**src/rtl/i2c_bridge_pkg.sv**
```systemverilog
// Shared definitions for the I2C bridge command path: command codes, command-word and
// status-word bit positions, and the arbiter state encoding.
package i2c_bridge_pkg;

  typedef enum logic [3:0] {
    CmdNop        = 4'h0,
    CmdRead       = 4'h1,
    CmdWrite      = 4'h2,
    CmdWriteMulti = 4'h3,
    CmdStart      = 4'h4,
    CmdStop       = 4'h5,
    CmdSetAddr    = 4'hB,
    CmdSetSclL    = 4'hC,
    CmdSetSclH    = 4'hD,
    CmdStopOnIdle = 4'hE,
    CmdReset      = 4'hF
  } i2c_cmd_e;

  localparam int unsigned FlagLastBit    = 12;
  localparam int unsigned StatInProgBit  = 0;
  localparam int unsigned StatBusBusyBit = 2;

  // Command word the arbiter issues on its own when a lock owner goes silent.
  localparam logic [15:0] AbortStopWord = 16'h0500;

  typedef enum logic [3:0] {
    StIdle,
    StIssue,
    StGap,
    StPoll,
    StRespond,
    StLocked,
    StAbort,
    StAbortGap,
    StAbortPoll
  } arb_state_e;

  function automatic logic cmd_takes_lock(input logic [15:0] word);
    return (word[11:8] == CmdStart) || (word[11:8] == CmdSetAddr);
  endfunction

  function automatic logic cmd_releases_lock(input logic [15:0] word);
    return (word[11:8] == CmdStop) || (word[11:8] == CmdReset) || word[FlagLastBit];
  endfunction

endpackage

```
**src/rtl/i2c_status_poller.sv**
```systemverilog
// Gap timer and busy check shared by the normal and abort poll loops of the arbiter.
module i2c_status_poller
  import i2c_bridge_pkg::*;
#(
  parameter int unsigned POLL_GAP = 8
) (
  input  logic clk_i,
  input  logic rst_ni,
  input  logic gap_i,
  input  logic poll_i,
  input  logic br_ack_i,
  input  logic in_prog_i,
  output logic gap_done_o,
  output logic poll_busy_o,
  output logic poll_done_o
);

  localparam int unsigned CntW = (POLL_GAP > 1) ? $clog2(POLL_GAP) : 1;

  logic [CntW-1:0] cnt_q, cnt_d;

  always_comb begin
    gap_done_o  = gap_i && (cnt_q == CntW'(POLL_GAP - 1));
    cnt_d       = (gap_i && !gap_done_o) ? cnt_q + CntW'(1) : '0;
    poll_busy_o = poll_i && br_ack_i && in_prog_i;
    poll_done_o = poll_i && br_ack_i && !in_prog_i;
  end

  always_ff @(posedge clk_i or negedge rst_ni) begin
    if (!rst_ni) begin
      cnt_q <= '0;
    end else begin
      cnt_q <= cnt_d;
    end
  end

endmodule

```
**src/rtl/i2c_cmd_arbiter.sv**
```systemverilog
// Two-requester arbiter in front of the I2C bridge: round-robin grant, command issue,
// status polling, bus locking across START/SET_ADDR and a timeout abort for silent owners.
module i2c_cmd_arbiter
  import i2c_bridge_pkg::*;
#(
  parameter int unsigned TIMEOUT_CYCLES = 4096,
  parameter int unsigned POLL_GAP       = 8
) (
  input  logic        sysclk,
  input  logic        n_reset,
  input  logic        r0_req,
  input  logic [15:0] r0_d,
  output logic        r0_ack,
  output logic [15:0] r0_q,
  input  logic        r1_req,
  input  logic [15:0] r1_d,
  output logic        r1_ack,
  output logic [15:0] r1_q,
  output logic        br_req,
  output logic        br_wr,
  output logic        br_sel,
  output logic [15:0] br_d,
  input  logic [15:0] br_q,
  input  logic        br_ack,
  output logic [1:0]  locked_owner
);

  localparam int unsigned TmoW = (TIMEOUT_CYCLES > 1) ? $clog2(TIMEOUT_CYCLES) : 1;

  arb_state_e      state_q, state_d;
  logic            owner_q, owner_d;   // 0 = r0, 1 = r1
  logic            rr_q, rr_d;         // requester favoured on a tie
  logic [1:0]      lock_q, lock_d;
  logic [15:0]     cmd_q, cmd_d;
  logic [15:0]     status_q, status_d;
  logic [TmoW-1:0] tmo_q, tmo_d;

  logic        gap, poll, gap_done, poll_busy, poll_done;
  logic        grant, owner_req;
  logic [15:0] owner_cmd;

  i2c_status_poller #(
    .POLL_GAP(POLL_GAP)
  ) u_poller (
    .clk_i      (sysclk),
    .rst_ni     (n_reset),
    .gap_i      (gap),
    .poll_i     (poll),
    .br_ack_i   (br_ack),
    .in_prog_i  (br_q[StatInProgBit]),
    .gap_done_o (gap_done),
    .poll_busy_o(poll_busy),
    .poll_done_o(poll_done)
  );

  always_comb begin
    state_d   = state_q;
    owner_d   = owner_q;
    rr_d      = rr_q;
    lock_d    = lock_q;
    cmd_d     = cmd_q;
    status_d  = status_q;
    tmo_d     = tmo_q;
    br_req    = 1'b0;
    br_wr     = 1'b0;
    br_sel    = 1'b0;
    gap       = 1'b0;
    poll      = 1'b0;
    r0_ack    = 1'b0;
    r1_ack    = 1'b0;
    grant     = 1'b0;
    owner_req = owner_q ? r1_req : r0_req;
    owner_cmd = owner_q ? r1_d : r0_d;

    unique case (state_q)
      StIdle: begin
        if (r0_req || r1_req) begin
          grant   = (r0_req && r1_req) ? rr_q : r1_req;
          owner_d = grant;
          cmd_d   = grant ? r1_d : r0_d;
          state_d = StIssue;
        end
      end
      StIssue: begin
        br_req = 1'b1;
        br_wr  = 1'b1;
        if (br_ack) state_d = StGap;
      end
      StGap: begin
        gap = 1'b1;
        if (gap_done) state_d = StPoll;
      end
      StPoll: begin
        br_req = 1'b1;
        br_sel = 1'b1;
        poll   = 1'b1;
        if (poll_busy) begin
          state_d = StGap;
        end else if (poll_done) begin
          status_d = br_q;
          state_d  = StRespond;
        end
      end
      StRespond: begin
        r0_ack = !owner_q;
        r1_ack = owner_q;
        rr_d   = !owner_q;
        // Release wins over acquire when a word carries both.
        if (cmd_releases_lock(cmd_q)) begin
          lock_d  = 2'b00;
          state_d = StIdle;
        end else if (cmd_takes_lock(cmd_q) || (lock_q != 2'b00)) begin
          lock_d  = owner_q ? 2'b10 : 2'b01;
          tmo_d   = '0;
          state_d = StLocked;
        end else begin
          state_d = StIdle;
        end
      end
      StLocked: begin
        if (owner_req) begin
          cmd_d   = owner_cmd;
          tmo_d   = '0;
          state_d = StIssue;
        end else if (tmo_q == TmoW'(TIMEOUT_CYCLES - 1)) begin
          cmd_d   = AbortStopWord;
          tmo_d   = '0;
          state_d = StAbort;
        end else begin
          tmo_d = tmo_q + TmoW'(1);
        end
      end
      StAbort: begin
        br_req = 1'b1;
        br_wr  = 1'b1;
        if (br_ack) state_d = StAbortGap;
      end
      StAbortGap: begin
        gap = 1'b1;
        if (gap_done) state_d = StAbortPoll;
      end
      StAbortPoll: begin
        br_req = 1'b1;
        br_sel = 1'b1;
        poll   = 1'b1;
        if (poll_busy) begin
          state_d = StAbortGap;
        end else if (poll_done) begin
          lock_d  = 2'b00;
          state_d = StIdle;
        end
      end
      default: state_d = StIdle;
    endcase
  end

  assign br_d         = cmd_q;
  assign r0_q         = r0_ack ? status_q : 16'h0000;
  assign r1_q         = r1_ack ? status_q : 16'h0000;
  assign locked_owner = lock_q;

  always_ff @(posedge sysclk or negedge n_reset) begin
    if (!n_reset) begin
      state_q  <= StIdle;
      owner_q  <= 1'b0;
      rr_q     <= 1'b0;
      lock_q   <= 2'b00;
      cmd_q    <= 16'h0000;
      status_q <= 16'h0000;
      tmo_q    <= '0;
    end else begin
      state_q  <= state_d;
      owner_q  <= owner_d;
      rr_q     <= rr_d;
      lock_q   <= lock_d;
      cmd_q    <= cmd_d;
      status_q <= status_d;
      tmo_q    <= tmo_d;
    end
  end

endmodule

```
**config.mk**
```make
export PLATFORM = sky130hd
export DESIGN_NAME = i2c_cmd_arbiter
export DESIGN_NICKNAME = d
export VERILOG_FILES = /design/src/rtl/i2c_bridge_pkg.sv /design/src/rtl/i2c_status_poller.sv /design/src/rtl/i2c_cmd_arbiter.sv
export SDC_FILE = /design/constraint.sdc
export NUM_CORES = 1
export LEC_CHECK = 0
export CAP_MARGIN = 10
export CORE_UTILIZATION = 35
export DETAILED_ROUTE_END_ITERATION = 12
export PLACE_DENSITY = 0.61
export REMOVE_ABC_BUFFERS = 1
export SLEW_MARGIN = 10
export SYNTH_ARGS = -nofsm -noshare
export SYNTH_HDL_FRONTEND = slang
export SYNTH_SLANG_ARGS = --single-unit
```
**constraint.sdc**
```tcl
create_clock -name sysclk -period 2.4 [get_ports sysclk]
set_input_delay 0.24 -clock sysclk [delete_from_list [all_inputs] [get_ports sysclk]]
set_output_delay 0.24 -clock sysclk [all_outputs]
set_load 0.005 [all_outputs]
```
; ---- Yosys cells after proc, flatten, opt, wreduce, memory -nomap -nowiden
; Index checks and enable logic that the tools add are counted.
[classes]
reduce_logical = 29
eq_ne = 27
n_addsub = 2
mux = 42
bitwise = 1
[op_table]
columns = cell, n
row1 = $mux 16, 7
row2 = $mux 12, 4
row3 = $mux 4, 11
row4 = $pmux 4 s9, 1
row5 = $pmux 16 s2, 1
row6 = $eq 4x3->1 const B, 6
row7 = $pmux 12 s2, 1
row8 = $ne 2x2->1 const B, 9
row9 = $add 12x1->12 const B, 1
row10 = $eq 12x12->1 const B, 1
row11 = $eq 4x4->1 const B, 3
row12 = $ne 3x3->1 const B, 4
row13 = $mux 2, 5
row14 = $mux 3, 3
row15 = $reduce_and 3->1, 3
row16 = $eq 4x2->1 const B, 2
row17 = $mux 1, 8
row18 = $reduce_and 8->1, 1
row19 = $reduce_bool 2->1, 4
row20 = $logic_and 1x1->1, 6
row21 = $reduce_or 2->1, 3
row22 = $logic_or 1x1->1, 5
row23 = $eq 4x1->1 const B, 1
row24 = $logic_not 4->1, 1
row25 = 8 further kinds, 10
[totals]
out_inout_bits = 55
inputBits = 53
ff_bits = 55

; ---- Logic depth before layout (Yosys ltp)
; Gate-level depths: netlist (run 1).
[logic_depth]
word_depth = 8
ltp_mapped = 7
mapped_depth_nobuf = 6

; ---- Cells and area by module
; Synthesis (run 1) repeated with hierarchy kept, for this count alone.
[hier_totals]
cells_unflattened = 314
area_unflattened_um2 = 3128.0
[by_module_without_submodules]
columns = module, area_per_inst_um2, instances, cells_per_inst
row1 = i2c_cmd_arbiter, 2975.4, 1, 303
row2 = i2c_status_poller, 152.6, 1, 11

; ---- Worst setup path before layout (run 1)
; No wires, ideal clock.
[synth_timing]
kind = register to register
from = reg state_q[1]
to = reg state_q[0]
path_stages_with_launch = 7
path_buffers = 1
setup_time_ns = 0.125
required_ns = 2.275
t_arrival_ns = 1.715
path_slack_ns = 0.560
path_cell_list = dfrtp_1 buf_4 or4b_1 nor2_1 a21oi_1 o211ai_4 mux2_4
[synth_via]
elab_chain_len = 7
word_cells_on_any_way = 29
cone_classes = eq/ne: 16 / mux: 5 / reduce/logical: 8
[synth_lines]
columns = element, line
row1 = start: declaration, i2c_cmd_arbiter.sv:30  ; arb_state_e state_q, state_d;
row2 = start signal: assignment, i2c_cmd_arbiter.sv:164  ; state_q <= StIdle;
row3 = start signal: assignment, i2c_cmd_arbiter.sv:172  ; state_q <= state_d;
row4 = $eq 4x4->1 / $eq 4x2->1 (equally long branches), i2c_cmd_arbiter.sv:75  ; unique case (state_q)
row5 = $reduce_or 2->1 (no source line), -
row6 = $mux 1, i2c_cmd_arbiter.sv:75
row7 = $logic_and 1x1->1, "i2c_status_poller.sv:25, i2c_status_poller.sv:26"
row8 = $logic_and 1x1->1 (on tied branches), "i2c_status_poller.sv:25, i2c_status_poller.sv:26"
row9 = $ne 3x3->1 (no source line) (tied with other cells), -
row10 = $reduce_and 8->1 (no source line) / $pmux 4 s9 (equally long branches), -
; Several ways; a longest one is shown, not always the timed one.
; A chain may end at the register's enable or synchronous reset.

; ---- Worst setup path in the final report (run 1)
[layout_timing]
from = reg state_q[1]
to = out r0_q[8]
[layout_via]
elab_chain_len = 3
[layout_lines]
columns = element, line
row1 = $eq 4x3->1, i2c_cmd_arbiter.sv:75
row2 = $mux 1, i2c_cmd_arbiter.sv:75
row3 = $mux 16, i2c_cmd_arbiter.sv:158  ; assign r0_q = r0_ack ? status_q : 16'h0000;
row4 = end: declaration, i2c_cmd_arbiter.sv:14  ; output logic [15:0] r0_q,
; Every way passes these cells.

==> results of run 1 <==
## cell families after synthesis
logic type,Yosys count
fa+ha+maj,3
flops,55
xor+xnor,3
mux,24
compound gates,85
buf+inv,29
simple gates,122
## per-layer routing
metal / GRT usage / vias up / share of wire / wire length, um
li1: - / 1404 / - / -
met1: 0.222 / 1335 / 0.46 / 3720
met2: 0.290 / 78 / 0.48 / 3900
met3: 0.0345 / 6 / 0.051 / 417
met4: 0.0305 / 0 / 0.011 / 87
met5: 0 / - / 0 / 0
## synthesized netlist by cell type (2+ instances only)
cell	number
sky130_fd_sc_hd__a22o_1	3
sky130_fd_sc_hd__nand3_1	6
sky130_fd_sc_hd__nand4_1	3
sky130_fd_sc_hd__dfrtp_1	55
sky130_fd_sc_hd__xor2_1	2
sky130_fd_sc_hd__and2_1	3
sky130_fd_sc_hd__buf_4	6
sky130_fd_sc_hd__mux2_4	3
sky130_fd_sc_hd__nor3b_1	2
sky130_fd_sc_hd__nor2_1	16
sky130_fd_sc_hd__a21oi_1	8
sky130_fd_sc_hd__o21ai_0	21
sky130_fd_sc_hd__nand2b_1	2
sky130_fd_sc_hd__a22oi_1	15
sky130_fd_sc_hd__nand3b_1	3
sky130_fd_sc_hd__o21ai_1	6
sky130_fd_sc_hd__nor2b_1	5
sky130_fd_sc_hd__inv_1	6
sky130_fd_sc_hd__a221oi_1	2
sky130_fd_sc_hd__a31oi_1	8
sky130_fd_sc_hd__nand2_1	33
sky130_fd_sc_hd__mux2i_1	3
sky130_fd_sc_hd__a21o_1	3
sky130_fd_sc_hd__and3_1	33
sky130_fd_sc_hd__mux2_2	16
sky130_fd_sc_hd__nor3_1	3
sky130_fd_sc_hd__o22ai_1	2
sky130_fd_sc_hd__ha_1	3
sky130_fd_sc_hd__o32a_1	2
sky130_fd_sc_hd__buf_2	7
sky130_fd_sc_hd__clkbuf_1	10
## sequential cells by signal, indices dropped and copies added (netlist names)
| signal | flops |
|---|---|
| status_q | 16 |
| owner_q | 1 |
| tmo_q | 12 |
| br_d | 16 |
| state_q | 4 |
| locked_owner | 2 |
| u_poller.cnt_q | 3 |
| rr_q | 1 |
## area by class of cell
class / count / share of cell area
clock inverter: 2 / 0.00277
timing repair buffer: 128 / 0.273
multi-input combinational: 237 / 0.368
clock buffer: 6 / 0.0160
inverter: 6 / 0.00498
tap: 108 / 0.0299
sequential: 55 / 0.305
## worst max-delay path by stage
stage / from / endpoint / slack, ns / cells after the start
detailed placement: state_q[1] / r0_q[0] / 0.35 / 4
global placement: br_ack / status_q[13] / 0.37 / 5
finish: state_q[1] / r0_q[8] / 0.09 / 5
global route: state_q[1] / r0_q[0] / -0.002 / 5
floorplan: owner_q / br_d[10] / 0.22 / 5
CTS: state_q[1] / r0_q[0] / 0.001 / 4
## power by group through the flow
stage                     Sequential [uW]  Combinational (uW)  Clock (uW)
final                                1600                2140         503
after global routing                 1660                2360         548
after CTS                            1600                2150         519
after detailed placement             1610                2140           0
after global placement               1600                2110           0
after floorplan                      1630                1120           0
## per-stage QoR
stage / area [sq um] / TNS (ns) / util
floorplan: 3070 / 0 / -
global placement: 4400 / 0 / 0.502
detailed placement: 4400 / 0 / 0.502
CTS: 4500 / 0 / 0.513
global route: 4520 / -0.00272 / 0.516
finish: 4520 / 0 / 0.516
## timing repair
| item | in CTS | in global routing |
|---|---|---|
| buffers inserted | 0 | 1 |
| endpoints found under the hold margin | 20 | 0 |
| gates resized for setup | 0 | 8 |
| hold buffers | 1 | 0 |
| setup endpoints to repair | 0 | 33 |
## worst max-delay path: stages (launching register included)
cell and delay (ns):
sky130_fd_sc_hd__dfrtp_2 0.49, sky130_fd_sc_hd__nor4b_4 0.28, sky130_fd_sc_hd__buf_4 0.17, sky130_fd_sc_hd__buf_6 0.16
sky130_fd_sc_hd__and3_1 0.17, sky130_fd_sc_hd__clkdlybuf4s50_1 0.51
==> run_results.csv, run 1 <==
group,metric,value,unit
status,run_status,"finished clean",
synthesis,synth-simple-area-share,0.222,
synthesis,number_of_synthesized_register_bits,55,
cts,insertion_delay,0.30,ns
critical_path,worstReg2RegStart,"tmo_q[0]",
power,net-switching-power,1570,uW
synthesis,post_synth_arst_share,1.00,
sta,hold_viol_final,0,
floorplan,die_w,97.4,um
synthesis,netlist-cell-type-count,62,
detailed_routing,initial_drc_count,65,
cts,ctsHtreeMaxLevel,2,
detailed_routing,routed-via-count,2823,
synthesis,postSynthAreaPerCell,9.92,sq um
grt,first_global_vias,2752,
synthesis,synth-edff-count,0,
cts,cts_inserted_buffers,5,
sta,layout_min_cycle_time,2.31,ns
critical_path,reg2reg_depth,6,
placed_design,placement.io_buffers,107,
critical_path,reg2reg_to,"state_q[0]",
grt,grtUsageTotal,0.169,
placed_design,place.gp.congestion,0.834,
cells_and_area,finalNonFillerCells,542,
synthesis,dominant_combinational_cell_family_by_area_after_synthesis,"simple AND/OR/NAND/NOR gates",
power,power.ir.vdd_worst,0.426,mV
sta,whs,0.425,ns
power,internal_power,2670,uW
synthesis,yosys.area_share.xor_xnor,0.00825,
power,power_frac_seq,0.377,
floorplan,fp.dieArea,9480,sq um
cells_and_area,layout.cells.most_common,"sky130_fd_sc_hd__clkdlybuf4s50_1",
synthesis,ys_top_cells_by_area,"sky130_fd_sc_hd__dfrtp_1 43%, sky130_fd_sc_hd__and3_1 6.5%, sky130_fd_sc_hd__mux2_2 5.7%, sky130_fd_sc_hd__nand2_1 3.9%, sky130_fd_sc_hd__a22oi_1 3.5%",
detailed_routing,detail_route.drc_violations,0,
detailed_routing,routed_wl,8130,um
sta,final-setup-viol-count,0,
synthesis,synth-seq-area-share,0.432,
cells_and_area,num-fill-cells,847,
critical_path,r2r_setup_slk,0.35,ns
cells_and_area,nets,489,
power,power.share.combinational,0.505,
hold_path,hold_path.class,"in2async",
cells_and_area,area_delta_synth_final,42.1,%
power,power_frac_clock,0.119,
synthesis,yosysWarningCount,0,
power,leakage,0.00197,uW
power,power.switching_fraction,0.369,
sta,finalMaxSlewViolations,0,
synthesis,ys.flop_type,"sky130_fd_sc_hd__dfrtp_1",
detailed_routing,route.detailed.vias_per_inst,5.21,
synthesis,synthAdderAreaFrac,0.0118,
floorplan,initial_utilization,0.363,
sta,worst_pin_slew,0.496,ns
placed_design,place_inst,531,
cts,cts_buffer_depth,2,
detailed_routing,detailedRoute.firstPassIterationCount,6,
floorplan,height_of_the_chip,97.4,um
detailed_routing,drt.antenna.violating_nets,0,
cells_and_area,area.sequential,1380,sq um
synthesis,syn_area,3180,sq um
critical_path,timing.critical_path.arrival,2.07,ns
floorplan,design.core.area,8760,sq um
placed_design,pre_cts_ws,0.350,ns
critical_path,crit_path_max_fanout,17,
synthesis,post_synth_mux_area_share,0.0881,
critical_path,start_kind,"flip-flop",
sta,max_freq,432,MHz
sta,finClkSkew,0.00645,ns
cells_and_area,post_route_cells_drive_above_1_share,0.152,
power,power_per_cell_area,937,nW/um^2
placed_design,place.detailed.hpwl,6060,um
floorplan,rows,34,
grt,first_pass_grt_wire_length,13200,um
grt,initial_antenna_violation_count,0,
cts,cts_tree,"done",
cts,clk_root_buffer_cell,"sky130_fd_sc_hd__clkbuf_8",
sta,layout_worst_path_cycle_share,0.964,
power,design_power_total,4240,uW
detailed_routing,wl_per_cell,15.0,um
grt,global_route.overflow_total,0,
synthesis,post-synth-top-area-fraction,0.432,
cells_and_area,antenna_cells,0,
grt,grt_start_max_net_pins,35,
cts,cts.sinks,55,
synthesis,netlist_instances,321,
cells_and_area,area_of_the_multi_input_gates,1670,sq um
critical_path,crit_path_end_kind,"output pin",
critical_path,criticalPathCategory,"reg2out",
floorplan,boundaryPins,108,
synthesis,netlist.top_cell.by_area,"sky130_fd_sc_hd__dfrtp_1",
sta,pnr_worst_setup_slack,0.0864,ns
cts,clk_pin_slew,0.10,ns
synthesis,synth_compound_gate_area_share,0.193,
cells_and_area,most_used_cells_in_the_layout_excluding_fill_and_tap_cells,"106 x sky130_fd_sc_hd__clkdlybuf4s50_1, 51 x sky130_fd_sc_hd__dfrtp_1, 33 x sky130_fd_sc_hd__nand2_1, 33 x sky130_fd_sc_hd__and3_1, 21 x sky130_fd_sc_hd__o21ai_0",
job,cap_violations,0,
sta,headroom_to_the_max_slew_limit,0.670,
critical_path,crit_required,2.16,ns
No activity file was read; power rests on OpenSTA's default activity.
==> run 2, diff against run 1 <==
- clock period: 2.4 -> 2.6 ns (I/O delays scaled with it)
==> run_results.csv, run 2 (synthesis results as in run 1) <==
group,metric,value,unit
grt,initial_antenna_violation_count,0,
floorplan,die_w,97.4,um
cells_and_area,area_of_the_multi_input_gates,1670,sq um
power,power.ir.vdd_worst,0.402,mV
critical_path,start_kind,"flip-flop",
cts,ctsHtreeMaxLevel,2,
sta,max_freq,413,MHz
critical_path,crit_path_max_fanout,34,
critical_path,timing.critical_path.buf_inv,2,
cells_and_area,antenna_cells,0,
grt,grtUsageTotal,0.172,
cells_and_area,area.sequential,1380,sq um
cells_and_area,area_delta_synth_final,40.7,%
floorplan,fp.dieArea,9480,sq um
sta,headroom_to_the_max_slew_limit,0.479,
placed_design,placedInstanceArea,4370,sq um
power,power_frac_clock,0.128,
power,power_per_cell_area,871,nW/um^2
floorplan,rows,34,
floorplan,design.core.area,8760,sq um
power,power_frac_seq,0.378,
critical_path,cp_cell_sequence,"nor4b_4 -> buf_4 -> and3_1 -> clkdlybuf4s50_1",
critical_path,critical_path.top_delay_family,"buffers and inverters",
detailed_routing,detail_route.drc_violations,0,
cts,cts_tree,"done",
sta,layout_min_cycle_time,2.42,ns
hold_path,hold_path.class,"in2async",
cts,clk_root_buffer_cell,"sky130_fd_sc_hd__clkbuf_8",
cts,cts_inserted_buffers,5,
detailed_routing,initial_drc_count,99,
sta,hold_viol_final,0,
cells_and_area,most_used_cells_in_the_layout_excluding_fill_and_tap_cells,"106 x sky130_fd_sc_hd__clkdlybuf4s50_1, 54 x sky130_fd_sc_hd__dfrtp_1, 33 x sky130_fd_sc_hd__nand2_1, 33 x sky130_fd_sc_hd__and3_1, 21 x sky130_fd_sc_hd__o21ai_0",
critical_path,criticalPathCategory,"reg2out",
cts,clk_pin_slew,0.10,ns
status,run_status,"finished clean",
sta,finalMaxSlewViolations,0,
cells_and_area,post_route_cells_drive_above_1_share,0.133,
cts,insertion_delay,0.31,ns
cells_and_area,num-fill-cells,830,
detailed_routing,route.detailed.vias_per_inst,5.27,
critical_path,cp_slowest_stage_delay,0.56,ns
grt,first_pass_grt_wire_length,13300,um
critical_path,critical_path.slowest_cell,"sky130_fd_sc_hd__dfrtp_1",
sta,layout_worst_path_cycle_share,0.930,
grt,grt_start_max_net_pins,35,
power,net-switching-power,1440,uW
floorplan,height_of_the_chip,97.4,um
floorplan,initial_utilization,0.363,
detailed_routing,routed-via-count,2824,
critical_path,crit_path_end_kind,"output pin",
detailed_routing,detailedRoute.firstPassIterationCount,6,
power,leakage,0.00195,uW
power,power.share.combinational,0.494,
critical_path,timing.critical_path.arrival,2.16,ns
sta,fin_tns_setup,0,ns
cts,cts_buffer_depth,2,
cells_and_area,finalInstanceArea,4480,sq um
detailed_routing,routed_wl,8050,um
power,internal_power,2460,uW
placed_design,placement.io_buffers,107,
job,cap_violations,0,
cells_and_area,nets,483,
detailed_routing,wl_per_cell,15.0,um
power,power.switching_fraction,0.369,
placed_design,place.detailed.hpwl,5870,um
placed_design,place.gp.congestion,0.902,
sta,rsz0062_at_grt,"false",
critical_path,r2r_setup_slk,0.44,ns
cells_and_area,layout.cells.most_common,"sky130_fd_sc_hd__clkdlybuf4s50_1",
sta,finClkSkew,0.0101,ns
critical_path,crit_required,2.34,ns
cts,cts.sinks,55,
floorplan,boundaryPins,108,
grt,global_route.overflow_total,0,
sta,worst_pin_slew,0.777,ns
grt,first_global_vias,2773,
detailed_routing,drt.antenna.violating_nets,0,
sta,final-setup-viol-count,0,
==> run 2: cell types whose count changed in the layout (fill, tap and decap cells not counted) <==
cell                         previous run  this run
sky130_fd_sc_hd__clkinv_4               0         1
sky130_fd_sc_hd__buf_4                 18        14
sky130_fd_sc_hd__clkbuf_8               5         6
sky130_fd_sc_hd__clkinvlp_4             1         0
sky130_fd_sc_hd__clkinv_2               1         0
sky130_fd_sc_hd__buf_6                  2         0
sky130_fd_sc_hd__dfrtp_2                4         1
sky130_fd_sc_hd__dfrtp_1               51        54
==> run 2: final timing paths <==
| check | startpoint | cells past startpoint | endpoint |
|---|---|---|---|
| setup / recovery | state_q[3] | 4 | r0_q[0] |
| hold / removal | n_reset | 2 | status_q[1] |
| setup reg to reg | state_q[3] | 4 | br_d[14] |
| hold reg to reg | u_poller.cnt_q[0] | 1 | u_poller.cnt_q[0] |
| max in group asynchronous | n_reset | 3 | state_q[0] |
| min in group sysclk | u_poller.cnt_q[0] | 1 | u_poller.cnt_q[0] |
==> run 2: repair_timing <==
| action | 4_1_cts | 5_1_grt |
|---|---|---|
| hold endpoints to repair | 19 | 0 |
| hold buffers | 1 | 0 |
| resized for setup | 0 | 1 |
| setup endpoints to repair | 0 | 1 |
| setup buffers | 0 | 0 |
==> run 2: cell type report <==
class / instances / share of cell area
multi-input combinational: 237 / 0.372
sequential: 55 / 0.308
timing repair buffer: 122 / 0.264
tap: 108 / 0.0302
clock buffer: 7 / 0.0193
inverter: 6 / 0.00503
clock inverter: 1 / 0.00196
==> run 2: worst register-to-register path, delay by kind of cell (launching register included) <==
kind | cells | cell delay (ns)
compound gates | 3 | 1.08
flops | 1 | 0.64
simple gates | 1 | 0.35
==> run 2: metal layers <==
| metal | global-route usage | vias up | wire (um) |
|---|---|---|---|
| met2 | 0.278 | 75 | 3740 |
| met3 | 0.0367 | 13 | 375 |
| met4 | 0.0532 | 0 | 148 |
| met1 | 0.232 | 1337 | 3780 |
| li1 | - | 1399 | - |
| met5 | 0 | - | 0 |
==> run 2: power groups by stage <==
| stage | registers, uW | logic, uW | clock network (uW) |
|---|---|---|---|
| 5_1_grt | 1530 | 2130 | 554 |
| 2_1_floorplan | 1500 | 1030 | 0 |
| 4_1_cts | 1480 | 1950 | 517 |
| 3_5_place_dp | 1490 | 1940 | 0 |
| 6_report | 1470 | 1930 | 499 |
| 3_3_place_gp | 1480 | 1910 | 0 |
==> run 2: stage by stage <==
stage / power [uW] / instances / setup WS [ns] / util / hold WS, ns
2_1_floorplan: 2530 / 298 / 0.417 / - / -0.0356
3_3_place_gp: 3390 / 527 / 0.326 / 0.499 / 0.253
3_5_place_dp: 3430 / 527 / 0.252 / 0.499 / 0.252
4_1_cts: 3940 / 536 / 0.0979 / 0.511 / 0.440
5_1_grt: 4210 / 536 / 0.0587 / 0.511 / 0.464
6_report: 3900 / 536 / 0.181 / 0.511 / 0.426
==> run 3, diff against run 2 <==
- CORE_MARGIN: not set -> 3
==> run_results.csv, run 3 (synthesis results as in run 1) <==
group,metric,value,unit
grt,grt_start_max_net_pins,37,
placed_design,place.gp.congestion,0.835,
placed_design,placement.io_buffers,107,
grt,grt_met1_usage,0.213,
floorplan,height_of_the_chip,101,um
cts,cts_tree,"done",
critical_path,timing.critical_path.arrival,2.17,ns
sta,rsz0062_at_grt,"false",
power,internal_power,2600,uW
cells_and_area,nets,485,
sta,layout_min_cycle_time,2.43,ns
floorplan,initial_utilization,0.363,
detailed_routing,detail_route.drc_violations,0,
floorplan,fp.dieArea,10300,sq um
sta,final-setup-viol-count,0,
cts,cts_buffer_depth,2,
job,cap_violations,0,
floorplan,boundaryPins,108,
power,power.ir.vdd_worst,0.385,mV
cells_and_area,layout.cells.most_common,"sky130_fd_sc_hd__clkdlybuf4s50_1",
sta,finClkSkew,0.00955,ns
detailed_routing,initial_drc_count,82,
hold_path,hold_path.class,"in2async",
cells_and_area,area_delta_synth_final,42.5,%
grt,use_met2,0.262,
detailed_routing,routed-via-count,2825,
grt,first_global_vias,2698,
cts,clk_root_buffer_cell,"sky130_fd_sc_hd__clkbuf_8",
grt,initial_antenna_violation_count,0,
cts,ctsHtreeMaxLevel,2,
power,net-switching-power,1460,uW
cts,clk_pin_slew,0.10,ns
grt,grtUsageTotal,0.158,
power,power.switching_fraction,0.359,
critical_path,crit_path_max_fanout,34,
sta,layout_worst_path_cycle_share,0.936,
power,power.share.combinational,0.477,
critical_path,crit_path_end_kind,"output pin",
critical_path,criticalPathCategory,"reg2out",
detailed_routing,route.detailed.vias_per_inst,5.25,
grt,global_route.overflow_total,0,
detailed_routing,detailedRoute.firstPassIterationCount,4,
cts,cts.sinks,55,
critical_path,cp_cell_sequence,"nor4b_4 -> buf_6 -> and3_1 -> clkdlybuf4s50_1",
power,power_per_cell_area,894,nW/um^2
detailed_routing,wl_per_cell,15.2,um
cells_and_area,post_route_cells_drive_above_1_share,0.140,
power,power_frac_seq,0.375,
floorplan,design.core.area,8760,sq um
power,power_frac_clock,0.148,
cells_and_area,num-fill-cells,823,
cells_and_area,antenna_cells,0,
floorplan,die_w,101,um
cts,cts_inserted_buffers,5,
critical_path,crit_required,2.34,ns
cells_and_area,fin_util,0.518,
floorplan,rows,34,
critical_path,critical_path.slowest_cell,"sky130_fd_sc_hd__dfrtp_1",
sta,whs,0.430,ns
critical_path,start_kind,"flip-flop",
grt,first_pass_grt_wire_length,13200,um
cts,insertion_delay,0.31,ns
sta,worst_pin_slew,0.522,ns
cts,postCtsSetupBuffers,0,
cells_and_area,most_used_cells_in_the_layout_excluding_fill_and_tap_cells,"106 x sky130_fd_sc_hd__clkdlybuf4s50_1, 54 x sky130_fd_sc_hd__dfrtp_1, 33 x sky130_fd_sc_hd__nand2_1, 33 x sky130_fd_sc_hd__and3_1, 21 x sky130_fd_sc_hd__o21ai_0",
status,run_status,"finished clean",
placed_design,place.detailed.hpwl,6090,um
detailed_routing,drt.antenna.violating_nets,0,
sta,headroom_to_the_max_slew_limit,0.652,
sta,hold_viol_final,0,
sta,finalMaxSlewViolations,0,
grt,gr-usage-met3,0.0365,
detailed_routing,routed_wl,8200,um
sta,max_freq,411,MHz
sta,fin_tns_setup,0,ns
critical_path,cp_slowest_stage_delay,0.56,ns
power,leakage,0.00198,uW
grt,top_usage_layer,"met2",
==> run 3: cell types whose count changed in the layout (fill, tap and decap cells not counted), sizes merged <==
cell    before  now
buf         15   17
bufinv       0    1
clkbuf       7    6
clkinv       1    0
inv          6    7
==> run 3: area by class of cell <==
cell class	instances	area, sq um	area share
clock inverters	2	38.8	0.00855
well taps	108	135	0.0298
inverters	6	22.5	0.00497
flip-flops and latches	55	1380	0.304
repair buffers	124	1210	0.267
clock buffers	6	82.6	0.0182
multi-input cells	237	1670	0.367
==> run 3: critical path, delay by kind of cell, from the launching register on <==
kind,cells,cell delay [ns]
buffers and inverters,2,0.78
and+or+nand+nor,2,0.52
DFF,1,0.56
==> run 3: metrics by stage <==
step	cells	power [uW]	worst slack [ns]	cell area (sq um)
4_1_cts	538	4110	0.0591	4530
3_3_place_gp	529	3440	0.315	4400
3_5_place_dp	529	3480	0.244	4400
5_1_grt	538	4360	0.0545	4540
2_1_floorplan	298	2530	0.417	3070
6_report	538	4060	0.167	4540
==> run 3: path summary, 6_finish.rpt <==
kind,startpoint,to,slack (ns),cells after the start
setup / recovery,state_q[0],r0_q[3],0.17,4
max in group asynchronous,n_reset,status_q[11],1.36,3
hold reg to reg,u_poller.cnt_q[0],u_poller.cnt_q[0],0.46,1
setup reg to reg,owner_q,state_q[1],0.44,5
hold / removal,n_reset,tmo_q[9],0.43,2
min in group sysclk,u_poller.cnt_q[0],u_poller.cnt_q[0],0.46,1
==> run 3: routing by layer <==
metal	routed length, um	vias to the layer above
met3	492	10
met2	3780	78
met5	0	-
li1	-	1408
met1	3810	1329
met4	112	0
==> run 3: power by group through the flow <==
stage / clock (uW) / combinational [uW] / sequential (uW)
after CTS: 631 / 1960 / 1520
after global placement: 0 / 1930 / 1510
after detailed placement: 0 / 1960 / 1530
after floorplan: 0 / 1030 / 1500
after global routing: 653 / 2130 / 1570
final: 601 / 1940 / 1520
==> run 3: what timing repair did <==
action,in CTS,in global routing
hold buffers,1,0
resized for setup,0,2
setup endpoints to repair,0,32
endpoints found under the hold margin,19,0
